**config.mk**
```make
export PLATFORM = sky130hd
export DESIGN_NAME = pp_accum_shift_reg
export DESIGN_NICKNAME = d
export VERILOG_FILES = /design/src/rtl/pp_accum_pkg.sv /design/src/rtl/pp_accum_fsm.sv /design/src/rtl/pp_accum_shift_reg.sv
export SDC_FILE = /design/constraint.sdc
export NUM_CORES = 1
export LEC_CHECK = 0
export CAP_MARGIN = 20
export CORE_ASPECT_RATIO = 0.75
export CORE_MARGIN = 10
export CORE_UTILIZATION = 52
export CTS_BUF_LIST = sky130_fd_sc_hd__clkbuf_16
export DETAILED_ROUTE_END_ITERATION = 12
export MAX_ROUTING_LAYER = met4
export PLACE_DENSITY = 0.85
export SLEW_MARGIN = 10
export SYNTH_ARGS = -nofsm -noshare
export SYNTH_HDL_FRONTEND = slang
export SYNTH_SLANG_ARGS = --single-unit
```
**constraint.sdc**
```tcl
create_clock -name clk -period 3.1 [get_ports clk]
set_input_delay 0.62 -clock clk [delete_from_list [all_inputs] [get_ports clk]]
set_output_delay 0.62 -clock clk [all_outputs]
set_load 0.005 [all_outputs]
```
**src/rtl/pp_accum_pkg.sv**
```systemverilog
// Shared types and helpers for the Booth partial-product accumulator.
package pp_accum_pkg;

   typedef enum logic [1:0] {
      IDLE  = 2'd0,
      ACCUM = 2'd1,
      DONE  = 2'd2
   } state_e;

   function automatic int num_digits(input int width, input int digit_bits);
      return width / digit_bits;
   endfunction

   function automatic bit digits_ok(input int width, input int digit_bits);
      return (digit_bits > 0) && (width >= digit_bits) && ((width % digit_bits) == 0);
   endfunction

endpackage

```
**src/rtl/pp_accum_fsm.sv**
```systemverilog
// Control FSM for the partial-product accumulator: state, digit counter and handshake strobes.
module pp_accum_fsm
   import pp_accum_pkg::*;
#(
   parameter int NUM_DIGITS = 2,
   parameter int CNT_W      = 2
) (
   input  logic clk,
   input  logic rst,
   input  logic start,
   input  logic pp_valid,
   input  logic res_ready,
   output logic pp_ready,
   output logic res_valid,
   output logic busy,
   output logic start_acc,
   output logic pp_acc
);

   state_e           state_q, state_d;
   logic [CNT_W-1:0] cnt_q, cnt_d;
   logic             last_s;

   assign last_s = (cnt_q == CNT_W'(NUM_DIGITS - 1));

   always_ff @(posedge clk) begin
      if (rst) begin
         state_q <= IDLE;
         cnt_q   <= '0;
      end else begin
         state_q <= state_d;
         cnt_q   <= cnt_d;
      end
   end

   always_comb begin
      state_d   = state_q;
      cnt_d     = cnt_q;
      pp_ready  = 1'b0;
      res_valid = 1'b0;
      busy      = 1'b1;
      start_acc = 1'b0;
      pp_acc    = 1'b0;
      case (state_q)
         IDLE: begin
            busy = 1'b0;
            if (start) begin
               start_acc = 1'b1;
               cnt_d     = '0;
               state_d   = ACCUM;
            end else begin
               state_d = IDLE;
            end
         end
         ACCUM: begin
            pp_ready = 1'b1;
            if (pp_valid) begin
               pp_acc = 1'b1;
               cnt_d  = cnt_q + CNT_W'(1);
               if (last_s) begin
                  state_d = DONE;
               end else begin
                  state_d = ACCUM;
               end
            end else begin
               state_d = ACCUM;
            end
         end
         DONE: begin
            res_valid = 1'b1;
            if (res_ready) begin
               state_d = IDLE;
            end else begin
               state_d = DONE;
            end
         end
         default: begin
            busy    = 1'b0;
            cnt_d   = '0;
            state_d = IDLE;
         end
      endcase
   end

endmodule

```
**src/rtl/pp_accum_shift_reg.sv**
```systemverilog
// Sequential radix-2^DIGIT_BITS Booth partial-product accumulator with shift-right product register.
// Optional sticky overflow flag enabled by defining PP_ACCUM_OVF_DETECT_EN.
module pp_accum_shift_reg
   import pp_accum_pkg::*;
#(
   parameter int WIDTH      = 8,
   parameter int DIGIT_BITS = 4
) (
   input  logic                        clk,
   input  logic                        rst,
   input  logic                        start,
   input  logic                        pp_valid,
   output logic                        pp_ready,
   input  logic [WIDTH+DIGIT_BITS-1:0] pp_data,
   output logic                        res_valid,
   input  logic                        res_ready,
   output logic [2*WIDTH-1:0]          res_data,
`ifdef PP_ACCUM_OVF_DETECT_EN
   output logic                        ovf,
`endif
   output logic                        busy
);

   localparam int NUM_DIGITS = num_digits(WIDTH, DIGIT_BITS);
   localparam int SUM_W      = WIDTH + DIGIT_BITS;
   localparam int CNT_W      = $clog2(NUM_DIGITS + 1);

   if (!digits_ok(WIDTH, DIGIT_BITS)) begin : g_bad_cfg
      $error("pp_accum_shift_reg: WIDTH must be a non-zero multiple of DIGIT_BITS");
   end

   logic                 start_acc_s;
   logic                 pp_acc_s;
   logic [2*WIDTH-1:0]   p_q, p_d;
   logic [SUM_W-1:0]     hi_ext_s;
   logic [SUM_W-1:0]     sum_s;
   logic [2*WIDTH-1:0]   shifted_s;

   pp_accum_fsm #(
      .NUM_DIGITS (NUM_DIGITS),
      .CNT_W      (CNT_W)
   ) u_fsm (
      .clk       (clk),
      .rst       (rst),
      .start     (start),
      .pp_valid  (pp_valid),
      .res_ready (res_ready),
      .pp_ready  (pp_ready),
      .res_valid (res_valid),
      .busy      (busy),
      .start_acc (start_acc_s),
      .pp_acc    (pp_acc_s)
   );

   // Upper half is sign-extended so the add wraps modulo 2^SUM_W like a signed adder.
   assign hi_ext_s = {{DIGIT_BITS{p_q[2*WIDTH-1]}}, p_q[2*WIDTH-1:WIDTH]};
   assign sum_s    = hi_ext_s + pp_data;

   if (WIDTH == DIGIT_BITS) begin : g_single_digit
      assign shifted_s = sum_s;
   end else begin : g_multi_digit
      assign shifted_s = {sum_s, p_q[WIDTH-1:DIGIT_BITS]};
   end

   always_comb begin
      p_d = p_q;
      if (start_acc_s) begin
         p_d = '0;
      end else if (pp_acc_s) begin
         p_d = shifted_s;
      end else begin
         p_d = p_q;
      end
   end

   always_ff @(posedge clk) begin
      if (rst) begin
         p_q <= '0;
      end else begin
         p_q <= p_d;
      end
   end

   assign res_data = p_q;

`ifdef PP_ACCUM_OVF_DETECT_EN
   logic ovf_q, ovf_d;
   logic ovf_beat_s;

   // Signed overflow: operands agree in sign but the wrapped sum does not.
   assign ovf_beat_s = (hi_ext_s[SUM_W-1] == pp_data[SUM_W-1]) &&
                       (sum_s[SUM_W-1] != hi_ext_s[SUM_W-1]);

   always_comb begin
      ovf_d = ovf_q;
      if (start_acc_s) begin
         ovf_d = 1'b0;
      end else if (pp_acc_s && ovf_beat_s) begin
         ovf_d = 1'b1;
      end else begin
         ovf_d = ovf_q;
      end
   end

   always_ff @(posedge clk) begin
      if (rst) begin
         ovf_q <= 1'b0;
      end else begin
         ovf_q <= ovf_d;
      end
   end

   assign ovf = ovf_q;
`endif

endmodule
```
# Word level (Yosys, flattened, before mapping)
# Cells that the tools add are included.
[totals]
regBits = 20
input_bits = 17
output_inout_bits = 19
elab_cells = 30
[op_classes]
addsub = 2
n_eq_ne = 5
n_mux = 15
n_bitwise = 1
reduce_logical = 4
[op_table]
columns = ["operator", "n"]
rows = [
  ["$add 12x12->12", 1],
  ["$pmux 2 s3", 2],
  ["$mux 2", 5],
  ["$mux 1", 8],
  ["$eq 2x1->1 const B", 2],
  ["$ne 2x2->1 const B", 2],
  ["$reduce_or 2->1", 2],
  ["$reduce_and 3->1", 1],
  ["$add 2x1->2 const B", 1],
  ["$eq 2x2->1 const B", 1],
  ["$logic_not 2->1", 1],
  ["$not 1->1", 1],
]

# Logic depth before layout (Yosys ltp)
[logic_depth]
depth_word = 4
mapped_depth = 7
depth_no_buf = 7

# Cells and area by module
# A second synthesis with hierarchy kept.
[unflattened]
cells_unflattened = 157
area_unflattened_um2 = 1353.8
[modules_own_cells]
columns = ["module", "instances", "cells_per_inst", "area_per_inst_um2", "seq_area_each_um2"]
rows = [
  ["pp_accum_shift_reg", 1, 126, 1083.5, 320.3],
  ["pp_accum_fsm", 1, 31, 270.3, 80.1],
]

# Least setup slack after synthesis
# No wires, ideal clock.
[synth_path]
path_kind = "input to register"
from = "in pp_data[0]"
to = "reg p_q[14], in the netlist res_data[14]"
setup_time_ns = 0.117
t_arrival_ns = 2.048
t_required_ns = 2.983
slack_ns = 0.935
path_stages = 7
path_buffers = 0
path_cell_list = "ha_1 > fa_1 > a21o_1 > a221oi_2 > o21ai_1 > o211ai_1 > o21ai_1"
[synth_between]
elab_chain_len = 1
[synth_lines]
columns = ["item", "line_no", "text"]
rows = [
  ["start, declared", "pp_accum_shift_reg.sv:14", "input logic [WIDTH+DIGIT_BITS-1:0] pp_data,"],
  ["$add 12x12->12", "pp_accum_shift_reg.sv:57", "assign sum_s = hi_ext_s + pp_data;"],
  ["end signal, assigned", "pp_accum_shift_reg.sv:80", "p_q <= p_d;"],
  ["end, declared", "pp_accum_shift_reg.sv:34", "logic [2*WIDTH-1:0] p_q, p_d;"],
]
# Every way passes these cells.
# A chain may end at the register's enable or synchronous reset.

# Worst setup path in the final report
# Same ends and word-level chain as after synthesis.

==> metrics.md <==
| Metric | Value |
|---|---|
| Cts repair resizes | `0` |
| Synthesized netlist net count | `202` |
| Final Non-Filler Cells | `237` |
| Area share of the largest cell type after synthesis | `29.52%` |
| Share of cells above drive strength 1 | `6.404%` |
| Stages on the worst setup path | `8` |
| Total track usage | `16.34%` |
| RR Startpoint | `res_data[15]` |
| Net Sw Frac | `23.52%` |
| Die H | `64.23 um` |
| Synthesized netlist cell count | `168` |
| Clock power frac | `46.4%` |
| Max-slew violations | `0` |
| Die X | `78.97 um` |
| Most frequent CP cell | `o21ai_1` |
| N_diodes | `0` |
| Htree depth | `1` |
| Startpoint types | `primary input` |
| Nets | `238` |
| Yosys warning total | `0` |
| Critical path type | `in -> reg` |
| CP Buf/Inv Count | `1` |
| Synth Flop Type | `dfxtp_1` |
| DRT iter0 DRCs | `88` |
| Async SR Flop Fraction | `0%` |
| ANT nets after route | `0` |
| Initial Utilization | `56.90%` |
| Synth cell count leaders | `nand2_1, a21oi_1, dfxtp_1` |
| Setup repair bufs after CTS | `0` |
| Core Util, Final | `77.53%` |
| CP Capture Type | `flop` |
| Leakage | `0.7698 nW` |
| WP data required | `3.24 ns` |
| Num CTS Buffers | `3` |
| Vias per cell | `6.068` |
| Comb power frac | `18.3%` |
| Avg WL per Cell | `16.96 um` |
| Post-synthesis compound-gate area fraction | `24.08%` |
| Flop pwr share | `35.3%` |
| Fin crit share | `83.11%` |
| Worst hold path class | `reg -> reg` |
| Maximum fanout along the worst path | `3` |
| Adder-cell share of the synthesized area | `16.24%` |
| CP Capture Point | `res_data[14]` |
| Syn_area_per_cell | `8.073 um2` |
| CP startpoint | `pp_data[0]` |
| Total number of vias | `1438` |
| Simple-Gate Fraction of Synth Area | `20.66%` |
| FF+latch count, synth | `20` |
| Fillers | `183` |
| First-pass GRT wire length | `6651 um` |
| Pwr Density | `415.1 nW/um2` |
| Slew HR | `61.29%` |
| Placed Instance Area | `1743 um2` |
| Critical Path Slowest Stage Cell | `fa_1` |
| Top-count cell post-synth | `nand2_1` |
| Final RePlAce weighted congestion | `0.8787` |
| CTS max path bufs | `2` |
| DRC viols | `0` |
| Post-synth cell types | `40` |
| Int Power | `0.5866 mW` |
| Sequential-to-total area share from yosys stat | `29.52%` |
| Clock latency on the worst-skew pair | `0.25 ns` |
| Max-Cap Viols | `0` |
| Drt first pass iters | `5` |
| Initial antenna violation count | `0` |
| Clock sinks | `20` |
| Io pins | `36` |
| Synthesized cell area | `1356 um2` |
| Synth Area in XOR/XNOR | `3.229%` |
| Status | `finished clean` |
| Max Fclk | `388.2 MHz` |
| Design Area, Final | `1848 um2` |
| R2R depth | `6` |
| Detailed Place HPWL | `3008 um` |
| Clock Skew | `0.001167 ns` |
| Total grt overflow | `0` |
| Setup_tns | `0 ns` |
| Routed WL | `4020 um` |
| Count of flip-flops with a built-in enable after synthesis | `0` |
| CTS tree | `done` |
| Clk slew on worst S/H paths | `0.06 ns` |
| RSZ-0062 raised after global routing | `no` |
| Root Driver | `clkbuf_16` |
| Full die area | `5072 um2` |
| Synthesis-to-finish area growth | `36.25%` |
| Mux cell area share after synthesis | `2.214%` |
| VDD IR max | `302.0 uV` |
| Actual slew at the worst max-slew pin | `0.5807 ns` |
| Top cells by area, synth | `dfxtp_1, ha_1, a21oi_1` |
| Core area | `2384 um2` |
| Leading area contributor after synthesis | `dfxtp_1` |
| Vias in the first global route | `1418` |
| NetSw | `0.1804 mW` |
| Worst endpoint data arrival time | `2.72 ns` |
| Largest net degree at the start of global routing | `21` |
| Minimum clock period | `2.576 ns` |
| Largest family of logic cells by synthesized area | `compound AO/OA/AOI/OAI gates` |
| Endpoints failing setup | `0` |
| Max incr delay on CP | `0.43 ns` |
| Reg-to-Reg End | `res_data[15]` |
| Delay-heaviest family, CP | `compound AO/OA/AOI/OAI gates` |
| Port Buf Inserts | `35` |
| R2r setup slk | `0.95 ns` |
| Placed Instances | `233` |
| Row count | `15` |
| CTS Hold Bufs | `0` |
| Final Hold Viols | `0` |
| Crit path cell chain | `clkdlybuf4s50_1, ha_1, fa_1, a21o_1, a221oi_2, o21ai_1, o211ai_1, o21ai_1` |
[worst min-delay path by stage]
stage             endpoint        start  depth (start not counted)  slack, ns
2_1_floorplan  res_data[0]  res_data[0]                          2       0.45
3_3_place_gp   res_data[1]  res_data[1]                          2       0.44
3_5_place_dp   res_data[3]  res_data[3]                          2       0.45
4_1_cts        res_data[0]  res_data[0]                          2       0.46
5_1_grt        res_data[0]  res_data[0]                          2       0.49
6_report       res_data[0]  res_data[0]                          2       0.46
[worst reg2reg max path, delay by kind of cell, from the launching register on]
family	cells	cell delay, ns
simple gates	1	0.36
fa+ha+maj	1	0.38
compound gates	4	0.79
flops	1	0.51
[power by group through the flow]
stage | sequential (mW) | clock (mW) | combinational [mW]
global route | 0.272 | 0.369 | 0.153
global placement | 0.275 | 0 | 0.132
floorplan | 0.275 | 0 | 0.0778
detailed placement | 0.276 | 0 | 0.137
finish | 0.271 | 0.356 | 0.140
CTS | 0.271 | 0.358 | 0.140
[kinds of logic after synthesis]
kind of cell,Yosys count
AND/OR/NAND/NOR,60
AO/OA/AOI/OAI,49
flip-flops,20
adder cells (fa/ha/maj),17
buffers and inverters,14
XOR/XNOR,5
multiplexers,3
[area by class of cell]
type | count | area, um2 | area share, %
inverters | 7 | 26.28 | 1.422
clock buffers | 3 | 75.07 | 4.062
well taps | 34 | 42.54 | 2.302
clock inverters | 1 | 30.03 | 1.625
repair buffers | 38 | 372.9 | 20.18
flip-flops and latches | 20 | 400.4 | 21.67
multi-input cells | 134 | 900.9 | 48.75
[layer usage]
metal	share of wire (%)	up-vias	GRT usage (%)	wire length (um)
met5	0	-	-	0
met4	2.8	0	6.027	113
met3	7.3	13	5.028	295
met2	50	68	28.15	2020
met1	40	680	17.21	1590
li1	-	677	-	-
[stage by stage]
stage                     worst slack (ns)  hold WS, ns  total power [mW]
after global placement              0.4192       0.4433            0.4073
after floorplan                     0.9354       0.4527            0.3531
after global routing                0.4612       0.4894            0.7934
after CTS                           0.5208       0.4647            0.7686
final                               0.5237       0.4624            0.7670
after detailed placement            0.2755       0.4480            0.4138
[layout by cell type, fill, tap and decap left out, types with 2 or more instances in the layout]
master            n
clkdlybuf4s50_1  35
nand2_1          29
a21oi_1          23
dfxtp_1          20
ha_1             16
inv_1             7
nand3_1           6
a21o_1            6
nor3_1            6
nor2_1            5
o21ai_1           4
xnor2_1           4
mux2i_1           3
nand4_1           3
clkbuf_16         3
buf_4             3
and2_1            2
and3_1            2
o211ai_2          2
o21a_1            2
o211ai_1          2
or3_1             2
[registers in the layout, indices dropped and copies added (netlist names)]
register,cells
res_data,16
u_fsm.cnt_q,2
u_fsm.state_q,2
(Power assumes the default switching activity.)
